**config.mk**
```make
export PLATFORM = sky130hd
export DESIGN_NAME = dm_arbiter_flat
export DESIGN_NICKNAME = d
export VERILOG_FILES = /design/src/rtl/dm_arbiter_pkg.sv /design/src/rtl/dm_arbiter_if.sv /design/src/rtl/dm_arbiter_port_mux.sv /design/src/rtl/dm_arbiter.sv /design/src/flat_wrapper.sv
export SDC_FILE = /design/constraint.sdc
export NUM_CORES = 1
export LEC_CHECK = 0
export CAP_MARGIN = 30
export CORE_AREA = 2 2 122 124
export DETAILED_ROUTE_END_ITERATION = 10
export DIE_AREA = 0 0 124 126
export PLACE_DENSITY = 0.71
export SETUP_SLACK_MARGIN = 0.3
export SYNTH_ARGS = -nofsm -noshare
export SYNTH_HDL_FRONTEND = slang
export SYNTH_SLANG_ARGS = --single-unit
```
**constraint.sdc**
```tcl
create_clock -name clk -period 4.2 [get_ports clk]
set_input_delay 0.84 -clock clk [delete_from_list [all_inputs] [get_ports clk]]
set_output_delay 0.84 -clock clk [all_outputs]
set_load 0.005 [all_outputs]
```
**src/rtl/dm_arbiter_pkg.sv**
```systemverilog
// rtl/dm_arbiter_pkg.sv - shared types and constants for the dm arbiter
package dm_arbiter_pkg;

    // Owner of the data memory: CPU is the reset/park owner.
    typedef enum logic {
        DM_ARB_CPU = 1'b0,
        DM_ARB_EXT = 1'b1
    } dm_arb_state_e;

    localparam int WORD_STEP = 4;
    localparam int LEN_W     = 4;
    localparam int WAIT_W    = 8;

    // One dm access as seen at the memory port.
    typedef struct packed {
        logic [31:0] addr;
        logic [31:0] wdata;
        logic [3:0]  be;
        logic        we;
        logic        re;
    } dm_cmd_t;

endpackage

```
**src/rtl/dm_arbiter_if.sv**
```systemverilog
// rtl/dm_arbiter_if.sv - CPU, external master and dm signal bundle for the arbiter
interface dm_arbiter_if;

    logic        cpu_req;
    logic        cpu_we;
    logic [31:0] cpu_addr;
    logic [31:0] cpu_wdata;
    logic [3:0]  cpu_be;
    logic        cpu_stall;
    logic [31:0] cpu_rdata;

    logic        ext_req;
    logic        ext_we;
    logic [31:0] ext_addr;
    logic [31:0] ext_wdata;
    logic [3:0]  ext_be;
    logic [3:0]  ext_len;
    logic        ext_ack;
    logic        ext_last;
    logic [31:0] ext_rdata;

    logic [31:0] dm_addr;
    logic [31:0] dm_wdata;
    logic [3:0]  dm_be;
    logic        dm_we;
    logic        dm_re;
    logic [31:0] dm_rdata;

    // Arbiter side.
    modport slave (
        input  cpu_req, cpu_we, cpu_addr, cpu_wdata, cpu_be,
        output cpu_stall, cpu_rdata,
        input  ext_req, ext_we, ext_addr, ext_wdata, ext_be, ext_len,
        output ext_ack, ext_last, ext_rdata,
        output dm_addr, dm_wdata, dm_be, dm_we, dm_re,
        input  dm_rdata
    );

    // Environment side: CPU pipeline, external master and the memory.
    modport master (
        output cpu_req, cpu_we, cpu_addr, cpu_wdata, cpu_be,
        input  cpu_stall, cpu_rdata,
        output ext_req, ext_we, ext_addr, ext_wdata, ext_be, ext_len,
        input  ext_ack, ext_last, ext_rdata,
        input  dm_addr, dm_wdata, dm_be, dm_we, dm_re,
        output dm_rdata
    );

endinterface

```
**src/rtl/dm_arbiter_port_mux.sv**
```systemverilog
// rtl/dm_arbiter_port_mux.sv - 2:1 mux of the dm access fields selected by owner
module dm_port_mux
    import dm_arbiter_pkg::*;
(
    input  logic    sel_ext,
    input  dm_cmd_t cpu_cmd,
    input  dm_cmd_t ext_cmd,
    output dm_cmd_t dm_cmd
);

    // Pure combinational select; no state lives here.
    assign dm_cmd = sel_ext ? ext_cmd : cpu_cmd;

endmodule

```
**src/rtl/dm_arbiter.sv**
```systemverilog
// rtl/dm_arbiter.sv - dm owner arbiter (CPU parked, external bursts via DM_ARB_BURST_EN)
module dm_arbiter
    import dm_arbiter_pkg::*;
#(
    parameter int EXT_MAX_WAIT = 8
) (
    input  logic         clk,
    input  logic         reset,
    dm_arbiter_if.slave  bus
);

    localparam logic [WAIT_W-1:0] MAX_WAIT = WAIT_W'(EXT_MAX_WAIT);

    dm_arb_state_e     state_q, state_d;
    logic [WAIT_W-1:0] wait_cnt_q, wait_cnt_d;
    logic [31:0]       addr_q, addr_d;
    logic              we_q, we_d;
    logic              last_beat;
    logic              ext_ack;
`ifdef DM_ARB_BURST_EN
    logic [LEN_W-1:0]  beat_q, beat_d;
    logic [LEN_W-1:0]  len_q, len_d;
`else
    logic              unused_len;
    assign unused_len = ^bus.ext_len;
`endif

    dm_cmd_t cpu_cmd, ext_cmd, dm_cmd;

    // Owner register and burst bookkeeping.
    always_ff @(posedge clk or negedge reset) begin
        if (!reset) begin
            state_q    <= DM_ARB_CPU;
            wait_cnt_q <= '0;
            addr_q     <= '0;
            we_q       <= 1'b0;
`ifdef DM_ARB_BURST_EN
            beat_q     <= '0;
            len_q      <= '0;
`endif
        end else begin
            state_q    <= state_d;
            wait_cnt_q <= wait_cnt_d;
            addr_q     <= addr_d;
            we_q       <= we_d;
`ifdef DM_ARB_BURST_EN
            beat_q     <= beat_d;
            len_q      <= len_d;
`endif
        end
    end

    // Grant decision, anti-starvation counter and per-beat advance.
    always_comb begin
        state_d    = state_q;
        wait_cnt_d = wait_cnt_q;
        addr_d     = addr_q;
        we_d       = we_q;
`ifdef DM_ARB_BURST_EN
        beat_d     = beat_q;
        len_d      = len_q;
        last_beat  = (beat_q == len_q);
`else
        last_beat  = 1'b1;
`endif
        ext_ack       = 1'b0;
        bus.cpu_stall = 1'b0;

        case (state_q)
            DM_ARB_CPU: begin
                if (bus.ext_req && (!bus.cpu_req || wait_cnt_q == MAX_WAIT)) begin
                    state_d    = DM_ARB_EXT;
                    addr_d     = bus.ext_addr;
                    we_d       = bus.ext_we;
                    wait_cnt_d = '0;
`ifdef DM_ARB_BURST_EN
                    beat_d     = '0;
                    len_d      = bus.ext_len;
`endif
                end else if (!bus.ext_req) begin
                    wait_cnt_d = '0;
                end else if (bus.cpu_req && wait_cnt_q != MAX_WAIT) begin
                    wait_cnt_d = wait_cnt_q + 1'b1;
                end
            end
            DM_ARB_EXT: begin
                bus.cpu_stall = bus.cpu_req;
                wait_cnt_d    = '0;
                // A dropped request aborts the burst without performing a beat.
                ext_ack       = bus.ext_req;
                if (!bus.ext_req || last_beat) begin
                    state_d = DM_ARB_CPU;
                end
`ifdef DM_ARB_BURST_EN
                if (bus.ext_req) begin
                    addr_d = addr_q + 32'(WORD_STEP);
                    beat_d = beat_q + 1'b1;
                end
`endif
            end
            default: state_d = DM_ARB_CPU;
        endcase
    end

    assign bus.ext_ack  = ext_ack;
    assign bus.ext_last = ext_ack & last_beat;

    assign cpu_cmd = '{addr:  bus.cpu_addr,
                       wdata: bus.cpu_wdata,
                       be:    bus.cpu_be,
                       we:    bus.cpu_req & bus.cpu_we,
                       re:    bus.cpu_req & ~bus.cpu_we};

    assign ext_cmd = '{addr:  addr_q,
                       wdata: bus.ext_wdata,
                       be:    bus.ext_be,
                       we:    bus.ext_req & we_q,
                       re:    bus.ext_req & ~we_q};

    dm_port_mux u_port_mux (
        .sel_ext (state_q == DM_ARB_EXT),
        .cpu_cmd (cpu_cmd),
        .ext_cmd (ext_cmd),
        .dm_cmd  (dm_cmd)
    );

    // Strobes are held off while reset is asserted so no stray write lands.
    assign bus.dm_addr   = dm_cmd.addr;
    assign bus.dm_wdata  = dm_cmd.wdata;
    assign bus.dm_be     = dm_cmd.be;
    assign bus.dm_we     = dm_cmd.we & reset;
    assign bus.dm_re     = dm_cmd.re & reset;
    assign bus.cpu_rdata = bus.dm_rdata;
    assign bus.ext_rdata = bus.dm_rdata;

endmodule

```
**src/flat_wrapper.sv**
```systemverilog
// flat-port wrapper written by rule: the top's interface ports become plain ports
module dm_arbiter_flat import dm_arbiter_pkg::*;
#(
    parameter int EXT_MAX_WAIT = 8
)
  (clk, reset, bus_cpu_req, bus_cpu_we, bus_cpu_addr, bus_cpu_wdata, bus_cpu_be, bus_cpu_stall, bus_cpu_rdata, bus_ext_req, bus_ext_we, bus_ext_addr, bus_ext_wdata, bus_ext_be, bus_ext_len, bus_ext_ack, bus_ext_last, bus_ext_rdata, bus_dm_addr, bus_dm_wdata, bus_dm_be, bus_dm_we, bus_dm_re, bus_dm_rdata);
  dm_arbiter_if bus_i ();
  input  logic clk;
  input  logic reset;
  input wire logic [$bits(bus_i.cpu_req)-1:0] bus_cpu_req;
  input wire logic [$bits(bus_i.cpu_we)-1:0] bus_cpu_we;
  input wire logic [$bits(bus_i.cpu_addr)-1:0] bus_cpu_addr;
  input wire logic [$bits(bus_i.cpu_wdata)-1:0] bus_cpu_wdata;
  input wire logic [$bits(bus_i.cpu_be)-1:0] bus_cpu_be;
  output wire logic [$bits(bus_i.cpu_stall)-1:0] bus_cpu_stall;
  output wire logic [$bits(bus_i.cpu_rdata)-1:0] bus_cpu_rdata;
  input wire logic [$bits(bus_i.ext_req)-1:0] bus_ext_req;
  input wire logic [$bits(bus_i.ext_we)-1:0] bus_ext_we;
  input wire logic [$bits(bus_i.ext_addr)-1:0] bus_ext_addr;
  input wire logic [$bits(bus_i.ext_wdata)-1:0] bus_ext_wdata;
  input wire logic [$bits(bus_i.ext_be)-1:0] bus_ext_be;
  input wire logic [$bits(bus_i.ext_len)-1:0] bus_ext_len;
  output wire logic [$bits(bus_i.ext_ack)-1:0] bus_ext_ack;
  output wire logic [$bits(bus_i.ext_last)-1:0] bus_ext_last;
  output wire logic [$bits(bus_i.ext_rdata)-1:0] bus_ext_rdata;
  output wire logic [$bits(bus_i.dm_addr)-1:0] bus_dm_addr;
  output wire logic [$bits(bus_i.dm_wdata)-1:0] bus_dm_wdata;
  output wire logic [$bits(bus_i.dm_be)-1:0] bus_dm_be;
  output wire logic [$bits(bus_i.dm_we)-1:0] bus_dm_we;
  output wire logic [$bits(bus_i.dm_re)-1:0] bus_dm_re;
  input wire logic [$bits(bus_i.dm_rdata)-1:0] bus_dm_rdata;
  assign bus_i.cpu_req = bus_cpu_req;
  assign bus_i.cpu_we = bus_cpu_we;
  assign bus_i.cpu_addr = bus_cpu_addr;
  assign bus_i.cpu_wdata = bus_cpu_wdata;
  assign bus_i.cpu_be = bus_cpu_be;
  assign bus_cpu_stall = bus_i.cpu_stall;
  assign bus_cpu_rdata = bus_i.cpu_rdata;
  assign bus_i.ext_req = bus_ext_req;
  assign bus_i.ext_we = bus_ext_we;
  assign bus_i.ext_addr = bus_ext_addr;
  assign bus_i.ext_wdata = bus_ext_wdata;
  assign bus_i.ext_be = bus_ext_be;
  assign bus_i.ext_len = bus_ext_len;
  assign bus_ext_ack = bus_i.ext_ack;
  assign bus_ext_last = bus_i.ext_last;
  assign bus_ext_rdata = bus_i.ext_rdata;
  assign bus_dm_addr = bus_i.dm_addr;
  assign bus_dm_wdata = bus_i.dm_wdata;
  assign bus_dm_be = bus_i.dm_be;
  assign bus_dm_we = bus_i.dm_we;
  assign bus_dm_re = bus_i.dm_re;
  assign bus_i.dm_rdata = bus_dm_rdata;
  dm_arbiter #(.EXT_MAX_WAIT(EXT_MAX_WAIT)) u_core (.clk(clk), .reset(reset), .bus(bus_i));
endmodule
```
# After elaboration in Yosys (flattened, before gate mapping)

Index checks and enable logic that the tools add are counted.

Register bits: 42
Input port bits: 178
Word-level logic and storage cells: 31

Add/subtract/negate cells: 1
Eq/ne operators: 3
Muxes and demuxes: 9
Bitwise logic cells: 9
Reduce and logical (&&, ||, !) cells: 5

Operators by type and width:

| operator            | number |
|---|---|
| $mux 70             | 1 |
| $mux 8              | 3 |
| $pmux 8 s2          | 1 |
| $add 8x1->8 const B | 1 |
| $eq 8x4->1 const B  | 1 |
| $ne 8x4->1 const B  | 1 |
| $and 1x1->1         | 6 |
| $ne 4x2->1 const B  | 1 |
| $mux 1              | 3 |
| $not 1->1           | 3 |
| $logic_and 1x1->1   | 2 |
| $pmux 1 s2          | 1 |
| $reduce_and 2->1    | 1 |
| $logic_not 1->1     | 1 |
| $logic_or 1x1->1    | 1 |

# Depth between registers and ports, before layout

Gate-level depths: netlist (run 1).

Word-level depth: 6
Depth in mapped cells: 7
Depth with buffers taken out: 5

# Modules after synthesis

Synthesis (run 1) repeated with hierarchy kept, for this count alone.

Cells, all modules: 431
Area total of the unflattened synthesis: 4,506.8 µm²

Modules (own cells, without submodules):

| module      | instances | cells each | area each (µm²) | sequential area each (µm²) |
|---|---|---|---|---|
| dm_arbiter  | 1         | 353        | 3,304.4         | 1,051.0 |
| dm_port_mux | 1         | 78         | 1,202.4         | 0.0 |

# Worst setup path before layout (run 1)

Ideal clock, no wire load.

Path type: input -> output
Start: input bus_cpu_req
End: output bus_dm_re
Arrival time: 1.483 ns
Path slack: 1.877 ns
Cell stages on the path: 4
Path buffers: 1
Cells stage by stage: buf_2 > inv_1 > o32ai_1 > and2_1

Cells in the longest elaborated chain, start to end: 3

Ends and longest elaborated chain:

| what        | line                      | RTL |
|---|---|---|
| from (decl) | flat_wrapper.sv:10        | `input wire logic [$bits(bus_i.cpu_req)-1:0] bus_cpu_req;` |
| $and 1x1->1 | dm_arbiter.sv:112         | `re: bus.cpu_req & ~bus.cpu_we};` |
| $mux 70     | dm_arbiter_port_mux.sv:12 | `assign dm_cmd = sel_ext ? ext_cmd : cpu_cmd;` |
| $and 1x1->1 | dm_arbiter.sv:132         | `assign bus.dm_re = dm_cmd.re & reset;` |
| to (decl)   | flat_wrapper.sv:30        | `output wire logic [$bits(bus_i.dm_re)-1:0] bus_dm_re;` |

Every way passes these cells.

# Worst setup path after layout (run 1)

Start: register u_core.state_q
End: output bus_dm_wdata[4]

Cells in the longest elaborated chain, start to end: 1

Ends and longest elaborated chain:

| what                   | line                      | RTL |
|---|---|---|
| from (decl)            | dm_arbiter.sv:14          | `dm_arb_state_e state_q, state_d;` |
| from (signal assigned) | dm_arbiter.sv:42          | `state_q <= state_d;` |
| $mux 70                | dm_arbiter_port_mux.sv:12 |  |
| to (decl)              | flat_wrapper.sv:27        | `output wire logic [$bits(bus_i.dm_wdata)-1:0] bus_dm_wdata;` |

Every way passes these cells.

==> results of run 1 <==
-- worst paths after layout --
| kind | cells after the start | startpoint | to |
|---|---|---|---|
| max | 3 | u_core.state_q | bus_dm_wdata[4] |
| min | 1 | reset | u_core.addr_q[21] |
| max reg2reg | 4 | u_core.state_q | u_core.wait_cnt_q[5] |
| min reg2reg | 1 | u_core.wait_cnt_q[0] | u_core.wait_cnt_q[0] |
| max in group asynchronous | 2 | reset | u_core.addr_q[12] |
| min in group clk | 1 | u_core.wait_cnt_q[0] | u_core.wait_cnt_q[0] |
-- cells in the mapped netlist, types with 2 or more instances --
| library cell | n |
|---|---|
| buf_2 | 26 |
| buf_4 | 67 |
| dfrtp_1 | 42 |
| o211ai_1 | 3 |
| nor2_1 | 5 |
| nand3_1 | 36 |
| or3_1 | 4 |
| a21oi_1 | 37 |
| mux2_2 | 68 |
| o211ai_2 | 30 |
| and2_1 | 3 |
| clkbuf_1 | 13 |
| buf_6 | 4 |
| o21ai_0 | 3 |
| ha_1 | 2 |
| nor4bb_1 | 33 |
| inv_1 | 4 |
| nand4_1 | 34 |
| nand2_1 | 4 |
| xor2_1 | 2 |
-- power groups by stage --
stage | Combinational, mW | Sequential, mW | Clock, mW
finish | 0.523 | 0.543 | 0.453
global route | 0.569 | 0.552 | 0.482
CTS | 0.529 | 0.542 | 0.467
detailed placement | 0.525 | 0.550 | 0
global placement | 0.514 | 0.545 | 0
floorplan | 0.284 | 0.520 | 0
-- registers in the layout (all words and copies together) (netlist names) --
name / cells
u_core.wait_cnt_q: 8
u_core.addr_q: 32
u_core.state_q: 1
u_core.we_q: 1
-- final cells by class --
cell class	count	area, um^2	area share [%]
Sequential cell	42	1050	17.5
Multi-Input combinational cell	274	2340	38.9
Inverter	4	15.0	0.249
Clock inverter	3	45.0	0.748
Antenna cell	1	2.50	0.0416
Timing Repair Buffer	221	2200	36.6
Tap cell	184	230	3.83
Clock buffer	5	125	2.08
-- layer usage --
metal | up-vias | global-route usage (%) | share of wire (%)
met1 | 1894 | 20.1 | 38
met5 | - | 0 | 0
met4 | 0 | 7.87 | 2.4
met3 | 29 | 3.31 | 7.6
li1 | 1789 | - | -
met2 | 195 | 31.9 | 52
-- kinds of logic after synthesis --
family          count (synthesis)  synth area share [%]
fa+ha+maj                       2                 0.610
xor+xnor                        3                 0.641
buf+inv                       114                  18.1
mux                            68                  18.7
flops                          42                  25.6
simple gates                  125                  20.8
compound gates                 76                  15.5
-- through the flow --
step | util, % | power, mW | worst slack, ns | instances
detailed placement | 40.8 | 1.07 | 0.901 | 725
CTS | 42.0 | 1.54 | 0.832 | 733
global placement | 40.6 | 1.06 | 0.900 | 724
global route | 42.0 | 1.60 | 0.744 | 734
floorplan | - | 0.804 | 1.88 | 430
finish | 42.0 | 1.52 | 0.866 | 734
-- critical path: stages (launching register included) --
cell and delay [ns]:
dfrtp_4 0.91, buf_4 0.44, mux2_2 0.39, clkdlybuf4s50_1 0.46
-- layout by cell type, fill, tap and decap left out --
cell type	n
clkdlybuf4s50_1	212
mux2_2	68
dfrtp_1	41
a21oi_1	37
nand3_1	36
nand4_1	34
nor4bb_1	33
o211ai_2	30
buf_4	6
nor2_1	5
clkbuf_16	5
inv_1	4
nand2_1	4
and2_1	3
o21ai_0	3
or3_1	3
o211ai_1	3
xor2_1	2
ha_1	2
clkinvlp_4	2
buf_2	2
diode_2	1
and4bb_2	1
nor3_4	1
nand2b_2	1
o2bb2ai_1	1
o32ai_1	1
nand4bb_4	1
or3_2	1
nor2b_4	1
o211ai_4	1
xnor2_1	1
and3_1	1
bufinv_16	1
buf_16	1
dfrtp_4	1
==> summary.txt, run 1 <==
DR WL/cell: 19.7 um
Mapped Cells: 430
Worst Setup Path Type: reg -> out
Net Count, Synth: 610
Avg Inst Size Synth: 9.54 um^2
Netlist cell types: 30
RD Place Congestion: 0.748
power share of the clock group: 29.8%
register area share after synthesis: 25.6%
clk_lat worst skew: 0.28 ns
relative slew slack: 36.6%
Critical Path End Type: output port
DRC: 0
top cell type by total area after synthesis: dfrtp_1
RSZ-0062 raised after global routing: no
gr usage total: 17.7%
FMAX: 300 MHz
Period minus WS final: 3.33 ns
switching part of the total: 27.5%
Int Power: 1.10 mW
vias per cell: 5.32
Clock Pin Slew Worst Setup and Hold Paths: 0.07 ns
clock skew: 0.00567 ns
# Post-CTS Setup Buffers: 0
post-DP HPWL: 10.2 mm
H-tree levels: 2
final worst path period share: 79.4%
Iter 0 DRT Violations: 212
Logic pwr share: 34.4%
Final nets: 728
Netlist Area Pre-Place: 0.00410 mm^2
Die H: 126 um
CTS resizes: 0
Cell Area, Placed: 0.00585 mm^2
Power Dens Cells: 252 mW/mm^2
layout cells sized above 1: 22.4%
Synth area leaders: dfrtp_1, mux2_2, buf_4, o211ai_2, nor4bb_1
final max-slew violation count: 0
#FFs+latches synth: 42
Chip Width: 124 um
IO Pins: 315
post-synth top area share: 25.6%
ANT nets after route: 0
pin count of the biggest net entering global routing: 68
most used flip-flop cell after synthesis: dfrtp_1
Hold Fails Final Rpt: 0
WL final: 14.4 mm
vias in the first global route: 4,164
Layout area overhead: 46.8%
TNS Setup: 0 ns
CTS Hold Bufs: 0
Least-Margin Pin Slew: 0.948 ns
Via Count: 3,907
# setup viols final: 0
max-cap violations: 0
drt first pass iters: 4
Critical Path Fanout Max: 59
clock root buffer master: clkbuf_16
worst path required time: 3.36 ns
total core area: 0.0143 mm^2
die area: 0.0156 mm^2
Net Switching: 0.418 mW
Max VDD drop: 0.155 mV
ys async rst share: 100%
Synth warnings: 0
initial antenna violation count: 1
Hold Slack: 0.481 ns
clk sinks: 42
Overflow after GRT: 0
I/O Buffers: 214
number of synthesized flops with an enable pin: 0
leakage: 2.17 nW
Cell Rows: 44
CTS buffer count: 5
CP startpoint kind: register
Worst Hold Class: in -> async
Worst EP arrival: 2.49 ns
design area: 0.00602 mm^2
r2r setup slk: 1.77 ns
CTS tree: built
status: finished, final reports clean
first-pass GRT wire length: 21.9 mm
Fill cells: 1,373
initial core utilization: 28.6%
Sequential Power Share: 35.8%
Max clock buf depth: 2
Note: power is estimated with default switching activity, not from simulation.
==> run 2, diff against run 1 <==
--- a/config.mk
+++ b/config.mk
@@ -9,7 +9,7 @@
 export CORE_AREA = 2 2 122 124
 export DETAILED_ROUTE_END_ITERATION = 10
 export DIE_AREA = 0 0 124 126
-export PLACE_DENSITY = 0.71
+export PLACE_DENSITY = 0.73
 export SETUP_SLACK_MARGIN = 0.3
 export SYNTH_ARGS = -nofsm -noshare
 export SYNTH_HDL_FRONTEND = slang
==> constraint.sdc (replaced) <==
create_clock -name clk -period 2.8 [get_ports clk]
set_input_delay 0.56 -clock clk [delete_from_list [all_inputs] [get_ports clk]]
set_output_delay 0.56 -clock clk [all_outputs]
set_load 0.005 [all_outputs]
==> run 2 against run 1 <==
Compared with the run above: clock skew decreased by 0.00055 ns; critical path type unchanged; power up 47%; highest routed layer unchanged; non-clock buffer count increased by 10; die area is the same; sequential cell count unchanged.
==> summary.txt, run 2 (synthesis gave the netlist of run 1 again) <==
TNS Setup: 0 ns (unchanged)
FMAX: 404 MHz
# setup viols final: 0 (unchanged)
commonest non-fill, non-tap cells in the layout: clkdlybuf4s50_1, mux2_2, dfrtp_1
pin count of the biggest net entering global routing: 53 (-22%)
H-tree levels: 2 (unchanged)
largest reg by FF count: u_core.addr_q
Placed Cells: 733 (+1.1%)
post-DP HPWL: 9.88 mm (-3.5%)
Max clock buf depth: 2 (unchanged)
Chip Width: 124 um (unchanged)
Worst Setup Path Type: reg -> out
relative slew slack: 48.2% (+12 points)
CTS Hold Bufs: 0 (unchanged)
WL final: 14.3 mm (-0.65%)
Layout area overhead: 50.3%
r2r setup slk: 0.76 ns (-1.01 ns)
RSZ-0062 raised after global routing: yes
clock skew: 0.00512 ns (-0.000551 ns)
Overflow after GRT: 0 (unchanged)
Non-Filler Instances: 743 (+1.2%)
Via Count: 3,936 (+0.74%)
final max-slew violation count: 0 (unchanged)
Hold Slack: 0.268 ns (-0.213 ns)
Critical Path Fanout Max: 27 (-54%)
CTS buffer count: 5 (unchanged)
DRC: 0 (unchanged)
Die H: 126 um (unchanged)
initial antenna violation count: 0 (-1)
ANT cells: 0 (-1)
Fill cells: 1,351 (-1.6%)
total core area: 0.0143 mm^2 (unchanged)
Cell Rows: 44 (unchanged)
die area: 0.0156 mm^2 (unchanged)
worst path required time: 2.24 ns (-1.12 ns)
first-pass GRT wire length: 21.5 mm (-1.7%)
Power Dens Cells: 362 mW/mm^2 (+44%)
# Post-CTS Setup Buffers: 0 (unchanged)
IO Pins: 315 (unchanged)
vias in the first global route: 4,006 (-3.8%)
clk_lat worst skew: 0.29 ns (about the same)
most common cell after layout, fill and taps aside: clkdlybuf4s50_1
Worst Hold Class: in -> async
final worst path period share: 88.5%
Hold Fails Final Rpt: 0 (unchanged)
Critical Path End Type: output port
clk sinks: 42 (unchanged)
Final nets: 738 (+1.4%)
Iter 0 DRT Violations: 328 (+55%)
initial core utilization: 28.6% (unchanged)
R2R cell count: 6 (+2)
Least-Margin Pin Slew: 0.774 ns (-0.174 ns)
layout cells sized above 1: 23.8% (+1.4 points)
status: finished, final reports clean
vias per cell: 5.30 (-0.48%)
max-cap violations: 0 (unchanged)
RR Endpoint: u_core.addr_q[30]
Max VDD drop: 0.210 mV (+36%)
RD Place Congestion: 0.693 (-7.3%)
leakage: 2.27 nW (+4.3%)
Pwr Total: 2.23 mW (+47%)
CP startpoint kind: register
CTS tree: built
gr usage total: 17.7% (-0.035 points)
I/O Buffers: 214 (unchanged)
DR WL/cell: 19.3 um (-1.9%)
Largest regs: u_core.addr_q (32), u_core.wait_cnt_q (8)
Worst EP arrival: 1.92 ns (-0.57 ns)
Largest register FFs: 32 (unchanged)
drt first pass iters: 4 (unchanged)
clock root buffer master: clkbuf_16
Reg-to-Reg Start: u_core.wait_cnt_q[0]
Clock Pin Slew Worst Setup and Hold Paths: 0.06 ns (about the same)
Period minus WS final: 2.48 ns
ANT nets after route: 0 (unchanged)
## run 2: cell count changes in the layout (fill, tap and decap cells not counted), sizes merged
cell	delta
bufinv	-1
clkinvlp	-2
diode	-1
clkdlybuf4s50	-3
buf	+8
dlygate4sd2	+3
clkinv	+1
bufbuf	+2
clkbuf	+2
## run 2: layout make-up
type | instances | area [um^2] | share of cell area, %
clock buffers | 7 | 143 | 2.31
inverters | 4 | 15.0 | 0.244
clock inverters | 1 | 5.00 | 0.0812
repair buffers | 231 | 2370 | 38.4
well taps | 184 | 230 | 3.74
multi-input cells | 274 | 2350 | 38.1
flip-flops and latches | 42 | 1050 | 17.1
## run 2: worst max-delay path, stage by stage (launching register included)
cell,delay [ns]
dfrtp_4,0.48
bufbuf_16,0.35
mux2_2,0.35
clkdlybuf4s50_1,0.44
## run 2: stage by stage
step,instance area (um^2),setup WS [ns],util (%)
after CTS,6160,0.300,43.1
after global routing,6160,0.263,43.1
after detailed placement,5940,0.174,41.5
after global placement,5920,0.156,41.3
final,6160,0.323,43.1
after floorplan,4100,1.04,-
## run 2: worst max path at each step
| stage | slack, ns | depth (start not counted) | to | start |
|---|---|---|---|---|
| detailed placement | 0.17 | 6 | bus_dm_we | bus_ext_req |
| global placement | 0.16 | 6 | bus_dm_we | bus_ext_req |
| finish | 0.32 | 3 | bus_dm_addr[30] | u_core.state_q |
| floorplan | 1.04 | 4 | bus_dm_re | bus_cpu_req |
| CTS | 0.30 | 3 | bus_dm_addr[30] | u_core.state_q |
| global route | 0.26 | 3 | bus_dm_be[2] | u_core.state_q |
## run 2: what timing repair did
action,in CTS,in global routing
pin swaps,1,0
gates resized for setup,5,0
cloned,2,0
setup endpoints to repair,2,24
## run 2: layer usage
metal | wire length (um) | vias to the layer above | share of wire (%) | global-route usage (%)
met4 | 316 | 0 | 2.2 | 5.75
met3 | 1020 | 38 | 7.1 | 3.58
met5 | 0 | - | 0 | 0
met2 | 7180 | 202 | 50 | 31.0
met1 | 5820 | 1889 | 41 | 21.4
li1 | - | 1807 | - | -
## run 2: power by group
group | internal [mW] | switching, mW | leakage [nW]
Clock | 0.354 | 0.245 | 0.0739
Combinational | 0.552 | 0.278 | 1.70
Sequential | 0.704 | 0.0996 | 0.495
Total | 1.61 | 0.623 | 2.27
==> run 3, diff against run 2 <==
--- a/config.mk
+++ b/config.mk
@@ -9,7 +9,7 @@
 export CORE_AREA = 2 2 122 124
 export DETAILED_ROUTE_END_ITERATION = 10
 export DIE_AREA = 0 0 124 126
-export PLACE_DENSITY = 0.73
+export PLACE_DENSITY = 0.77
 export SETUP_SLACK_MARGIN = 0.3
 export SYNTH_ARGS = -nofsm -noshare
 export SYNTH_HDL_FRONTEND = slang
==> run 3 against run 2 <==
Compared with the run above: sequential cell count unchanged; cell count grew 0.13%; clock power down 0.8%; highest routed layer unchanged; sequential power rose by 0.7%; die area is the same; via count is 0.18% lower; worst hold slack lost 0.0029 ns; critical path depth did not move; critical endpoint is now bus_dm_wdata[29]; non-clock buffer count unchanged.
==> summary.txt, run 3 (synthesis gave the netlist of run 1 again) <==
Placement Setup Slack: 0.191 ns (+0.0174 ns)
Cell Rows: 44 (unchanged)
CTS tree: built
Via Count: 3,929 (-0.18%)
CTS buffer count: 5 (unchanged)
RSZ-0062 raised after global routing: yes
pin count of the biggest net entering global routing: 54 (+1.9%)
final setup margin: 0.341 ns (+0.0183 ns)
Placed Cells: 735 (+0.27%)
WL final: 14.1 mm (-1.5%)
Non-Filler Instances: 744 (+0.13%)
storage element area: 0.00105 mm^2 (unchanged)
final worst path period share: 87.8% (-0.65 points)
FMAX: 407 MHz (+0.74%)
TNS Setup: 0 ns (unchanged)
most common cell after layout, fill and taps aside: clkdlybuf4s50_1
RD Place Congestion: 0.696 (+0.33%)
Critical Path Fanout Max: 53 (+96%)
commonest non-fill, non-tap cells in the layout: clkdlybuf4s50_1, mux2_2, dfrtp_1
clock skew: 0.00780 ns (+0.00268 ns)
status: finished, final reports clean
worst path required time: 2.24 ns (about the same)
ANT nets after route: 0 (unchanged)
leakage: 2.26 nW (-0.32%)
Layout area overhead: 48.5%
Pwr Total: 2.21 mW (-1.2%)
total core area: 0.0143 mm^2 (unchanged)
clk_lat worst skew: 0.29 ns (about the same)
Worst Hold Class: in -> async
Final nets: 738 (unchanged)
Overflow after GRT: 0 (unchanged)
Worst Setup Path Type: reg -> out
initial antenna violation count: 1 (+1)
Clock Pin Slew Worst Setup and Hold Paths: 0.07 ns (about the same)
CP startpoint kind: register
clock root buffer master: clkbuf_16
layout cells sized above 1: 23.6% (-0.18 points)
IO Pins: 315 (unchanged)
drt first pass iters: 4 (unchanged)
Least-Margin Pin Slew: 0.568 ns (-0.207 ns)
Critical Path End Type: output port
Period minus WS final: 2.46 ns (-0.0183 ns)
Largest register FFs: 32 (unchanged)
CTS Hold Bufs: 0 (unchanged)
Iter 0 DRT Violations: 130 (-60%)
die area: 0.0156 mm^2 (unchanged)
gr usage total: 17.2% (-0.45 points)
relative slew slack: 62.1% (+14 points)
max-cap violations: 0 (unchanged)
initial core utilization: 28.6% (unchanged)
multi-input logic area: 0.00234 mm^2 (-0.43%)
clk sinks: 42 (unchanged)
Fill cells: 1,355 (+0.30%)
vias in the first global route: 3,923 (-2.1%)
largest reg by FF count: u_core.addr_q
Chip Width: 124 um (unchanged)
fin util: 42.5% (-0.52 points)
first-pass GRT wire length: 21.0 mm (-2.5%)
final max-slew violation count: 0 (unchanged)
DRC: 0 (unchanged)
CP Buf/Inv Count: 2 (unchanged)
vias per cell: 5.28 (-0.31%)
Max VDD drop: 0.220 mV (+4.7%)
Largest regs: u_core.addr_q (32), u_core.wait_cnt_q (8)
# setup viols final: 0 (unchanged)
post-DP HPWL: 10.6 mm (+7.1%)
DR WL/cell: 19.0 um (-1.6%)
Hold Fails Final Rpt: 0 (unchanged)
CP max-delay cell: dfrtp_4
CP top delay family: buffers and inverters
Max clock buf depth: 2 (unchanged)
Worst EP arrival: 1.90 ns (-0.02 ns)
Power Dens Cells: 363 mW/mm^2 (about the same)
I/O Buffers: 214 (unchanged)
Die H: 126 um (unchanged)
CP cell instances: buf_12, mux2_2, clkdlybuf4s50_1
H-tree levels: 2 (unchanged)
crit-path max cell delay: 0.46 ns (-0.02 ns)
[run 3: cell types whose count changed in the layout (fill, tap and decap cells not counted), sizes merged]
cell           change
buf                +2
bufbuf             -2
clkbuf             -2
dlymetal6s2s       +2
clkdlybuf4s50      -1
clkinv             +1
clkinvlp           +1
diode              +1
dlygate4sd2        -1
[run 3: repair_timing]
item	in CTS	in global routing
gates resized for setup	2	2
setup buffers	0	0
gates cloned	0	0
endpoints found under the hold margin	0	0
endpoints found under the setup margin	2	4
[run 3: metrics by stage]
step	hold WS (ns)	instance area (um^2)
4_1_cts	0.290	6080
3_5_place_dp	0.503	5940
5_1_grt	0.300	6080
6_report	0.265	6090
2_1_floorplan	0.264	4100
3_3_place_gp	0.473	5920
[run 3: path summary, 6_finish.rpt]
path / from / cells after the start / end / slack, ns
max reg2reg: u_core.wait_cnt_q[0] / 6 / u_core.addr_q[0] / 0.78
min: reset / 2 / u_core.addr_q[1] / 0.27
min in group clk: u_core.wait_cnt_q[0] / 1 / u_core.wait_cnt_q[0] / 0.51
min reg2reg: u_core.wait_cnt_q[0] / 1 / u_core.wait_cnt_q[0] / 0.51
max in group asynchronous: reset / 2 / u_core.state_q / 2.14
max: u_core.state_q / 3 / bus_dm_wdata[29] / 0.34
[run 3: report_power, final]
group	total, mW	switching, mW	internal, mW
clock	0.594	0.264	0.331
sequential	0.809	0.105	0.703
combinational	0.804	0.268	0.536
[run 3: layout make-up]
class	instances	share of cell area (%)
clock inverter	3	0.349
tap	184	3.78
sequential	42	17.3
timing repair buffer	231	37.8
clock buffer	5	2.06
antenna	1	0.0411
multi-input combinational	274	38.4
inverter	4	0.247
[run 3: routing by layer]
layer | vias to the layer above | wire (um) | GRT usage [%]
met3 | 17 | 1240 | 4.30
met4 | 0 | 172 | 3.70
met1 | 1905 | 5160 | 18.8
met2 | 197 | 7550 | 33.0
li1 | 1810 | - | -
met5 | - | 0 | 0
